`config.mk`:
```
export PLATFORM = sky130hd
export DESIGN_NAME = ccip_c0_rr_arbiter
export DESIGN_NICKNAME = d
export VERILOG_FILES = /design/src/rtl/ccip_arb_pkg.sv /design/src/rtl/ccip_if_pkg.sv /design/src/rtl/ccip_arb_fifo.sv /design/src/rtl/ccip_c0_rr_arbiter.sv
export SDC_FILE = /design/constraint.sdc
export NUM_CORES = 2
export LEC_CHECK = 0
export BUFFER_PORTS_ARGS = -buffer_cell sky130_fd_sc_hd__buf_2
export CAP_MARGIN = 40
export CORE_AREA = 3 3 569 571
export CTS_CLUSTER_DIAMETER = 120
export DETAILED_ROUTE_END_ITERATION = 12
export DIE_AREA = 0 0 572 574
export GPL_TIMING_DRIVEN = 0
export SLEW_MARGIN = 20
export SYNTH_ARGS = -nofsm -noshare
export SYNTH_HDL_FRONTEND = slang
export SYNTH_SLANG_ARGS = --single-unit
```
`constraint.sdc`:
```
create_clock -name pClk -period 10.2 [get_ports pClk]
set_clock_uncertainty 0.05 [all_clocks]
set_input_delay 2.55 -clock pClk [delete_from_list [all_inputs] [get_ports pClk]]
set_output_delay 2.55 -clock pClk [all_outputs]
set_load 0.02 [all_outputs]
```
`src/rtl/ccip_arb_pkg.sv`:
```
// Shared constants and helpers for the CCI-P c0 round-robin arbiter.
// The source-port tag occupies mdata[TAG_MSB -: port_bits(NUM_PORTS)].
package ccip_arb_pkg;

   localparam int unsigned TAG_MSB   = 15;
   localparam int unsigned MAX_PORTS = 16;

   function automatic int unsigned port_bits(input int unsigned n);
      return (n < 2) ? 1 : $clog2(n);
   endfunction

   typedef logic [port_bits(MAX_PORTS)-1:0] t_arb_port_idx;

endpackage

```
`src/rtl/ccip_if_pkg.sv`:
```
// CCI-P c0 channel header types used by the read-channel arbiter.
// Field layout follows the CCI-P request/response header ordering, mdata in the low 16 bits.
package ccip_if_pkg;

   typedef struct packed {
      logic [1:0]  vc_sel;
      logic [1:0]  rsvd1;
      logic [1:0]  cl_len;
      logic [3:0]  req_type;
      logic [5:0]  rsvd0;
      logic [41:0] address;
      logic [15:0] mdata;
   } t_ccip_c0_ReqMemHdr;

   typedef struct packed {
      logic [1:0]  vc_used;
      logic        rsvd1;
      logic        hit_miss;
      logic [1:0]  rsvd0;
      logic [1:0]  cl_num;
      logic [3:0]  resp_type;
      logic [15:0] mdata;
   } t_ccip_c0_RspMemHdr;

endpackage

```
`src/rtl/ccip_arb_fifo.sv`:
```
// Per-port synchronous request FIFO with occupancy count and a sticky overflow flag.
// Pushes into a full FIFO are dropped; the head entry is read combinationally.
module ccip_arb_fifo #(
   parameter int unsigned DEPTH = 8,
   parameter int unsigned WIDTH = 74
) (
   input  logic                     clk,
   input  logic                     rst_n,
   input  logic                     i_push,
   input  logic [WIDTH-1:0]         i_data,
   input  logic                     i_pop,
   output logic [WIDTH-1:0]         o_data,
   output logic [$clog2(DEPTH):0]   o_count,
   output logic                     o_empty
);
   localparam int unsigned AW = $clog2(DEPTH);
   localparam int unsigned CW = AW + 1;
   localparam logic [CW-1:0] FULL_CNT = CW'(DEPTH);

   logic [WIDTH-1:0] r_mem [DEPTH];
   logic [AW-1:0]    r_wr_ptr;
   logic [AW-1:0]    r_rd_ptr;
   logic [CW-1:0]    r_count;
   logic             r_overflow;
   logic             w_full;
   logic             w_do_push;
   logic             w_do_pop;

   assign w_full    = (r_count == FULL_CNT);
   assign o_empty   = (r_count == '0);
   assign w_do_push = i_push && !w_full;
   assign w_do_pop  = i_pop && !o_empty;
   assign o_data    = r_mem[r_rd_ptr];
   assign o_count   = r_count;

   always_ff @(posedge clk) begin
      if (w_do_push) begin
         r_mem[r_wr_ptr] <= i_data;
      end
   end

   always_ff @(posedge clk or negedge rst_n) begin
      if (!rst_n) begin
         r_wr_ptr   <= '0;
         r_rd_ptr   <= '0;
         r_count    <= '0;
         r_overflow <= 1'b0;
      end else begin
         if (w_do_push) r_wr_ptr <= r_wr_ptr + AW'(1);
         if (w_do_pop)  r_rd_ptr <= r_rd_ptr + AW'(1);
         // Debug-only: records that a port ignored almFull and lost a request.
         if (i_push && w_full) r_overflow <= 1'b1;
         case ({w_do_push, w_do_pop})
            2'b10:   r_count <= r_count + CW'(1);
            2'b01:   r_count <= r_count - CW'(1);
            default: r_count <= r_count;
         endcase
      end
   end

endmodule

```
`src/rtl/ccip_c0_rr_arbiter.sv`:
```
// N-port round-robin arbiter for the CCI-P c0 read channel: per-port FIFOs, source tag in mdata,
// tag-routed responses. Optional per-port outstanding-read credits via `define CCIP_ARB_CREDIT_EN.
module ccip_c0_rr_arbiter
   import ccip_if_pkg::*;
   import ccip_arb_pkg::*;
#(
   parameter int unsigned NUM_PORTS       = 4,
   parameter int unsigned FIFO_DEPTH      = 8,
   parameter int unsigned ALMFULL_SLACK   = 4,
   parameter int unsigned MAX_OUTSTANDING = 64
) (
   input  logic                  pClk,
   input  logic                  SoftReset_n,
   input  logic [NUM_PORTS-1:0]  port_c0_valid,
   input  t_ccip_c0_ReqMemHdr    port_c0_hdr [NUM_PORTS],
   output logic [NUM_PORTS-1:0]  port_c0_almFull,
   output logic                  up_c0_valid,
   output t_ccip_c0_ReqMemHdr    up_c0_hdr,
   input  logic                  up_c0_almFull,
   input  logic                  up_rx_rspValid,
   input  t_ccip_c0_RspMemHdr    up_rx_hdr,
   input  logic [511:0]          up_rx_data,
   output logic [NUM_PORTS-1:0]  port_rx_rspValid,
   output t_ccip_c0_RspMemHdr    port_rx_hdr,
   output logic [511:0]          port_rx_data
);
   localparam int unsigned PORT_BITS = port_bits(NUM_PORTS);
   localparam int unsigned HDR_W     = $bits(t_ccip_c0_ReqMemHdr);
   localparam int unsigned CNT_W     = $clog2(FIFO_DEPTH) + 1;
   localparam logic [CNT_W-1:0] ALMFULL_LVL = CNT_W'(FIFO_DEPTH - ALMFULL_SLACK);

   logic [HDR_W-1:0]     w_head [NUM_PORTS];
   logic [CNT_W-1:0]     w_count [NUM_PORTS];
   logic [NUM_PORTS-1:0] w_empty;
   logic [NUM_PORTS-1:0] w_pop;
   logic [NUM_PORTS-1:0] w_credit_ok;
   logic [NUM_PORTS-1:0] w_eligible;
   logic [NUM_PORTS-1:0] w_rsp_onehot;
   logic                 w_grant_vld;
   logic [PORT_BITS-1:0] w_grant_sel;
   logic [PORT_BITS-1:0] r_last_grant;
   logic [PORT_BITS-1:0] w_rsp_tag;
   t_ccip_c0_ReqMemHdr   w_grant_hdr;
   t_ccip_c0_RspMemHdr   w_rsp_hdr;

   always_comb begin
      assert (NUM_PORTS >= 2 && NUM_PORTS <= MAX_PORTS && ALMFULL_SLACK < FIFO_DEPTH &&
              FIFO_DEPTH >= 4 && (FIFO_DEPTH & (FIFO_DEPTH - 1)) == 0 && MAX_OUTSTANDING >= 1);
   end

   assign w_rsp_tag = up_rx_hdr.mdata[TAG_MSB -: PORT_BITS];

   for (genvar i = 0; i < NUM_PORTS; i++) begin : g_port
      ccip_arb_fifo #(
         .DEPTH (FIFO_DEPTH),
         .WIDTH (HDR_W)
      ) u_fifo (
         .clk     (pClk),
         .rst_n   (SoftReset_n),
         .i_push  (port_c0_valid[i]),
         .i_data  (port_c0_hdr[i]),
         .i_pop   (w_pop[i]),
         .o_data  (w_head[i]),
         .o_count (w_count[i]),
         .o_empty (w_empty[i])
      );
      assign port_c0_almFull[i] = (w_count[i] >= ALMFULL_LVL);
      assign w_pop[i]           = w_grant_vld && (w_grant_sel == PORT_BITS'(i));
      // Out-of-range tags match no port and are dropped.
      assign w_rsp_onehot[i]    = up_rx_rspValid && (w_rsp_tag == PORT_BITS'(i));
   end

`ifdef CCIP_ARB_CREDIT_EN
   localparam int unsigned CRED_W = port_bits(MAX_OUTSTANDING + 1);

   for (genvar i = 0; i < NUM_PORTS; i++) begin : g_credit
      logic [CRED_W-1:0] r_outstanding;
      logic              w_inc;
      logic              w_dec;

      assign w_inc = w_pop[i];
      // Responses that outlive a reset find a zero counter and must not wrap it.
      assign w_dec = w_rsp_onehot[i] && (r_outstanding != '0);
      assign w_credit_ok[i] = (r_outstanding != CRED_W'(MAX_OUTSTANDING));

      always_ff @(posedge pClk or negedge SoftReset_n) begin
         if (!SoftReset_n) begin
            r_outstanding <= '0;
         end else begin
            case ({w_inc, w_dec})
               2'b10:   r_outstanding <= r_outstanding + CRED_W'(1);
               2'b01:   r_outstanding <= r_outstanding - CRED_W'(1);
               default: r_outstanding <= r_outstanding;
            endcase
         end
      end
   end
`else
   assign w_credit_ok = '1;
`endif

   assign w_eligible = ~w_empty & w_credit_ok;

   // Scan starts one past the last winner so every port gets a turn.
   always_comb begin : p_arb
      int unsigned v_p;
      w_grant_vld = 1'b0;
      w_grant_sel = '0;
      v_p         = 0;
      for (int unsigned k = 1; k <= NUM_PORTS; k++) begin
         v_p = 32'(r_last_grant) + k;
         if (v_p >= NUM_PORTS) v_p = v_p - NUM_PORTS;
         if (!w_grant_vld && !up_c0_almFull && w_eligible[v_p[PORT_BITS-1:0]]) begin
            w_grant_vld = 1'b1;
            w_grant_sel = v_p[PORT_BITS-1:0];
         end
      end
   end

   always_comb begin
      w_grant_hdr = t_ccip_c0_ReqMemHdr'(w_head[w_grant_sel]);
      w_grant_hdr.mdata[TAG_MSB -: PORT_BITS] = w_grant_sel;
   end

   always_comb begin
      w_rsp_hdr = up_rx_hdr;
      w_rsp_hdr.mdata[TAG_MSB -: PORT_BITS] = '0;
   end

   always_ff @(posedge pClk or negedge SoftReset_n) begin
      if (!SoftReset_n) begin
         r_last_grant <= PORT_BITS'(NUM_PORTS - 1);
         up_c0_valid  <= 1'b0;
         up_c0_hdr    <= '0;
      end else begin
         up_c0_valid <= w_grant_vld;
         if (w_grant_vld) begin
            r_last_grant <= w_grant_sel;
            up_c0_hdr    <= w_grant_hdr;
         end
      end
   end

   always_ff @(posedge pClk or negedge SoftReset_n) begin
      if (!SoftReset_n) begin
         port_rx_rspValid <= '0;
         port_rx_hdr      <= '0;
         port_rx_data     <= '0;
      end else begin
         port_rx_rspValid <= w_rsp_onehot;
         if (up_rx_rspValid) begin
            port_rx_hdr  <= w_rsp_hdr;
            port_rx_data <= up_rx_data;
         end
      end
   end

endmodule
```
; Word-level counts from Yosys, hierarchy flattened
; Memory sizes are Yosys's and may differ from the RTL's.
; Cells that the tools add are included.
[word_totals]
reg_bits = 659
in_bits = 844
wordCells = 171
ram_bits = 2368
output_inout_bits = 623
mem_count = 4
[op_classes]
magnitude_cmp = 13
bitwise_logic = 2
eq_ne = 18
addsub = 24
n_reduce_logical = 45
muxes = 35
[memory_table]
columns = name, depth, word_bits, read_ports, rd_ports_with_merged_regs, wr, line
row1 = g_port[0].u_fifo.r_mem, 8, 74, 1, 0, 1, ccip_arb_fifo.sv:20  ; logic [WIDTH-1:0] r_mem [DEPTH];
row2 = g_port[1].u_fifo.r_mem, 8, 74, 1, 0, 1, ccip_arb_fifo.sv:20
row3 = g_port[2].u_fifo.r_mem, 8, 74, 1, 0, 1, ccip_arb_fifo.sv:20
row4 = g_port[3].u_fifo.r_mem, 8, 74, 1, 0, 1, ccip_arb_fifo.sv:20
[op_table]
columns = operator, count
row1 = $bmux W74 S2, 1
row2 = $mux W74, 2
row3 = $pmux W4 S2, 4
row4 = $add A3 B1 Y3 const B, 8
row5 = $logic_and A1 B1 Y1, 23
row6 = $ge A4 B3 Y1 const B, 5
row7 = $add A4 B1 Y4 const B, 4
row8 = $eq A2 B2 Y1 const B, 8
row9 = $eq A4 B4 Y1 const B, 4
row10 = $logic_not A4 Y1, 4
row11 = $mux W1, 16
row12 = $mux W2, 8
row13 = $sub A4 B1 Y4 const B, 4
row14 = $eq A2 B1 Y1 const B, 6
row15 = $ge A3 B3 Y1 const B, 4
row16 = $logic_not A1 Y1, 12
row17 = $lt A2 B3 Y1 const B, 4
row18 = $bmux W1 S2, 4
row19 = $reduce_bool A2 Y1, 4
row20 = $sub A2 B1 Y2 const B, 4
row21 = $add A2 B2 Y3 const B, 2
row22 = $add A2 B3 Y4 const B, 1
row23 = $logic_not A2 Y1, 2
row24 = $not A4 Y4, 1
row25 = other kinds (2), 2

; Longest topological paths before layout
[logic_depth]
depth_word = 24
ltp_mapped = 15
ltp_nobuf = 14

; Cells and area by module
; Synthesis repeated with hierarchy kept, for this count alone.
[unflattened]
cells_unflattened = 5286
hier_area_um2 = 116280.3
[modules_own_cells]
columns = module, cells_each, instances, area_per_inst_um2
row1 = ccip_arb_fifo (g_port[0].u_fifo ...), 922, 2, 22858.2
row2 = ccip_arb_fifo (g_port[2].u_fifo ...), 922, 2, 22856.9
row3 = ccip_c0_rr_arbiter, 1598, 1, 24850.1

; Worst setup path after synthesis
; Ideal clock, no wire load.
[synth_timing]
path_kind = in2reg
startpoint = in port_c0_valid[1]
endpoint = mem g_port[1].u_fifo.r_mem[1][0] (enable)
path_buffers = 0
stages = 2
arrival_time_ps = 10157
required_time_ps = 9445
setup_slack_ps = -713
path_cell_list = o41ai_1 nor4b_1
[synth_between]
elab_chain_len = 3
[synth_lines]
columns = item, line
row1 = start: declaration, ccip_c0_rr_arbiter.sv:14  ; input logic [NUM_PORTS-1:0] port_c0_valid,
row2 = $logic_and A1 B1 Y1, ccip_arb_fifo.sv:31  ; assign w_do_push = i_push && !w_full;
row3 = $mux W1, ccip_arb_fifo.sv:37  ; if (w_do_push) begin
row4 = $mux W1 (implied by the code), ccip_arb_fifo.sv:38  ; r_mem[r_wr_ptr] <= i_data;
row5 = end: declaration, ccip_arb_fifo.sv:20
; Every way passes these cells.

; Final worst setup path
[layout_timing]
startpoint = in up_c0_almFull
endpoint = reg g_port[0].u_fifo.r_count[3]
[layout_between]
elab_chain_len = 20
word_cells_on_any_way = 26
[layout_lines]
columns = item, line
row1 = start: declaration, ccip_c0_rr_arbiter.sv:19  ; input logic up_c0_almFull,
row2 = $logic_not A1 Y1 (*), ccip_c0_rr_arbiter.sv:113  ; if (!w_grant_vld && !up_c0_almFull && w_eligible[v_p[PORT_BITS-1:0]]) begin
row3 = $logic_and A1 B1 Y1, ccip_c0_rr_arbiter.sv:113
row4 = $mux W1, ccip_c0_rr_arbiter.sv:113
row5 = $logic_not A1 Y1, ccip_c0_rr_arbiter.sv:113
row6 = $logic_and A1 B1 Y1 (2 in a row), ccip_c0_rr_arbiter.sv:113
row7 = $mux W1, ccip_c0_rr_arbiter.sv:113
row8 = $logic_not A1 Y1, ccip_c0_rr_arbiter.sv:113
row9 = $logic_and A1 B1 Y1 (2 in a row), ccip_c0_rr_arbiter.sv:113
row10 = [2 not listed], --
row11 = $logic_and A1 B1 Y1 (2 in a row), ccip_c0_rr_arbiter.sv:113
row12 = $mux W2, ccip_c0_rr_arbiter.sv:113
row13 = $logic_not A2 Y1, ccip_c0_rr_arbiter.sv:68  ; assign w_pop[i] = w_grant_vld && (w_grant_sel == PORT_BITS'(i));
row14 = $logic_and A1 B1 Y1 (*), ccip_c0_rr_arbiter.sv:68
row15 = $logic_and A1 B1 Y1 (*), ccip_arb_fifo.sv:32  ; assign w_do_pop = i_pop && !o_empty;
row16 = via g_port[0].u_fifo.w_do_pop, ccip_arb_fifo.sv:27  ; logic w_do_pop;
row17 = $eq A2 B1 Y1 / $eq A2 B2 Y1 (equally long branches), ccip_arb_fifo.sv:53  ; case ({w_do_push, w_do_pop})
row18 = $pmux W4 S2 / $reduce_bool A2 Y1 (equally long branches), --
row19 = end signal: assignment, ccip_arb_fifo.sv:54  ; 2'b10: r_count <= r_count + CW'(1);
row20 = end signal: assignment, ccip_arb_fifo.sv:55  ; 2'b01: r_count <= r_count - CW'(1);
row21 = end signal: assignment, ccip_arb_fifo.sv:56  ; default: r_count <= r_count;
row22 = end: declaration, ccip_arb_fifo.sv:23  ; logic [CW-1:0] r_count;
; The timed path passes the listed nets; every way through them passes the cells marked *.
; A chain may end at the register's enable or synchronous reset.

==> results.tsv <==
stage	metric	value	unit
outcome	status	finished, violations left	
outcome	violations	antenna rules	
synthesis	synth_edf_count	2304	
placement	place.gp.congestion	1.08	
placement	placed_cell_area	131000	µm²
final_layout	final_core_util	0.448	
sta	slew_headroom	0.369	
clock_tree	cts_tree	done	
placement	hpwl	411000	µm
sta	period_minus_slack	5360	ps
critical_path	r2r-end	g_port[0].u_fifo.o_count[3]	
route	wl_met2	215000	µm
final_layout	multi_input_area	26700	µm²
synthesis	yosys.area_share.simple	0.00955	
run	maxCapViolations	0	
floorplan	die_h	574	µm
placement	dp.cells	11300	
route	routedWlPerCell	40.2	µm
floorplan	core	318000	µm²
sta	layout_worst_path_cycle_share	0.525	
final_layout	finalInstanceArea	142000	µm²
synthesis	synth_top_family_by_area	multiplexers	
route	wl_met3	66100	µm
final_layout	instances_no_fill	12400	
floorplan	rows	207	
route	vias_per_cell	5.44	
critical_path	crit_type	input pin to register	
route	firstDrtPassIters	5	
sta	finalHoldViolations	0	
synthesis	syn_avg_cell_area	21.4	µm²
clock_tree	clockRootBuffer	clkbuf_16	
synthesis	synth_cell_types	59	
clock_tree	cts_buffers	323	
clock_tree	cts-resized-gates	0	
grt	grt_pass1_wl	637000	µm
sta	rsz0062_at_grt	false	
sta	fmax	0.187	GHz
worst_hold_path	min-delay-start	port_rx_data[90]	
clock_tree	ctsLongestPathBuffers	4	
floorplan	pin_count	1467	
synthesis	synth.area.mux_share	0.203	
synthesis	ys_seq_area_frac	0.756	
pwr	ir_drop	0.180	mV
final_layout	fillers	27400	
pwr	powerDensity	291	nW/µm²
route	drc	0	
floorplan	dieArea	328000	µm²
grt	grt_usage	0.297	
final_layout	most-common-layout-cells	2304 x edfxtp_1, 1479 x buf_2, 657 x dfrtp_1	
route	highest_layer	met5	
route	drt-initial-drc-count	8207	
synthesis	synth-xor-area-share	0.00232	
synthesis	netlist_area	113000	µm²
synthesis	yosys_warnings	0	
synthesis	synthAdderAreaFrac	0.00291	
route	ant_nets	1	
route	via_count	67200	
placement	port_buffers	1454	
grt	grt_pass1_vias	64100	
clock_tree	post_cts_buffers	0	
critical_path	reg2reg_depth	16	
sta	setup_viol	0	
critical_path	worstPathRequired	10930	ps
final_layout	drive_gt1_frac	0.469	
pwr	p_leak	51.2	nW
sta	slew_viol_final	0	
grt	grt_max_degree	96	
clock_tree	clk_pin_slew_worst_paths	50	ps
sta	max_slew.worst_pin.slew	942	ps
final_layout	area_growth	25.7	%
synthesis	synth-compound-area-share	0.0153	
critical_path	cp-start-kind	input pin	
synthesis	synth_seq_cells	2963	
critical_path	crit_path_end_kind	register	
final_layout	final_common_cell	edfxtp_1	
grt	antenna_found_initial	510	
floorplan	die_x	572	µm
route	drt-met1-wl	190000	µm
critical_path	crit_fanout	10	
worst_hold_path	min_path_type	register to register	
final_layout	regArea	85700	µm²
clock_tree	clkSinkCount	2963	
clock_tree	htree_levels	5	
synthesis	synth_top_flop_cell	edfxtp_1	
critical_path	cp.arrival	6090	ps
floorplan	initial_core_util	0.356	
critical_path	r2r_slack	5110	ps
grt	gr-total-overflow	0	
critical_path	rr_startpoint	g_port[0].u_fifo.o_count[2]	
clock_tree	hold_buffers	0	
worst_hold_path	hold_depth	1	
synthesis	async_flop_share	0.222	
final_layout	final_nets	8313	
clock_tree	clk_latency	920	ps
synthesis	syn_inst	5303	
sta	whs	450	ps
route	routed_wl	497000	µm
worst_hold_path	min_to	port_rx_data[90]	
[per-layer routing]
| layer | GRT usage | up-vias |
|---|---|---|
| met5 | 0.000726 | - |
| met1 | 0.384 | 35200 |
| met2 | 0.432 | 4269 |
| li1 | - | 26500 |
| met3 | 0.138 | 1105 |
| met4 | 0.122 | 164 |
[Yosys cell counts, drive strengths merged, types with 20 or more instances]
master | instances | area (µm²)
edfxtp | 2304 | 69200
mux2 | 658 | 7480
dfrtp | 657 | 16400
mux4 | 577 | 13000
mux2i | 251 | 2510
clkbuf | 193 | 724
buf | 95 | 433
o211ai | 88 | 661
nand2 | 84 | 318
o21ai | 81 | 409
nor2 | 59 | 224
a21oi | 36 | 180
nand3 | 32 | 160
a211oi | 30 | 315
inv | 21 | 78.8
ha | 20 | 250
xnor2 | 20 | 175
[through the flow]
stage	total power (W)	setup TNS (ps)	setup slack [ps]
floorplan	0.0231	0	1270
global placement	0.0292	-9995060	-8980
detailed placement	0.0299	0	3990
CTS	0.0416	0	4950
global route	0.0427	0	4790
finish	0.0414	0	4840
[worst max-delay path, cell delays in order]
cell and delay [ps]:
buf_1 350, nor2_1 170, nand2_1 130, o211ai_1 350, buf_6 280, nor2_2 480
nand3_1 380, inv_1 240, ha_1 230, ha_1 240, a21o_1 170, a21oi_1 170
xnor2_1 140, nor2_1 70, xnor2_1 120
[area by class of cell]
| cell class | count | share of cell area |
|---|---|---|
| tap | 4180 | 0.0367 |
| clock buffer | 421 | 0.0614 |
| timing repair buffer | 1816 | 0.0840 |
| buffer | 288 | 0.00812 |
| multi-input combinational | 2031 | 0.187 |
| sequential | 2963 | 0.601 |
| antenna | 473 | 0.00831 |
| inverter | 22 | 0.000588 |
| clock inverter | 164 | 0.0124 |
[sequential cells by signal (all words and copies together) (netlist names)]
name	flops
port_rx_rspValid	4
g_port.u_fifo.o_count	16
r_last_grant	2
g_port.u_fifo.r_mem	2304
port_rx_hdr	26
up_c0_valid	1
g_port.u_fifo.r_rd_ptr	12
port_rx_data	512
g_port.u_fifo.r_wr_ptr	12
up_c0_hdr	74
[cell families after synthesis]
group | count (synthesis)
flip-flops | 2963
multiplexers | 1486
buffers and inverters | 310
AO/OA/AOI/OAI | 255
AND/OR/NAND/NOR | 234
XOR/XNOR | 30
adder cells (fa/ha/maj) | 24
other | 1
[how the worst max path moves through the flow]
stage	cells past startpoint	start	slack (ps)	end
floorplan	4	port_c0_valid[1]	1270	g_port[1].u_fifo.r_mem[6][0]
global placement	1	SoftReset_n	-8980	port_rx_data[500]
detailed placement	15	up_c0_almFull	3990	g_port[0].u_fifo.o_count[3]
CTS	15	up_c0_almFull	4950	g_port[0].u_fifo.o_count[3]
global route	15	up_c0_almFull	4790	g_port[0].u_fifo.o_count[3]
finish	15	up_c0_almFull	4840	g_port[0].u_fifo.o_count[3]
[report_power, final]
part           switching, W  internal, W
Sequential         0.000732       0.0149
Clock               0.00495      0.00676
Combinational       0.00866      0.00542
Total                0.0143       0.0271
Note: power is estimated with default switching activity, not from simulation.
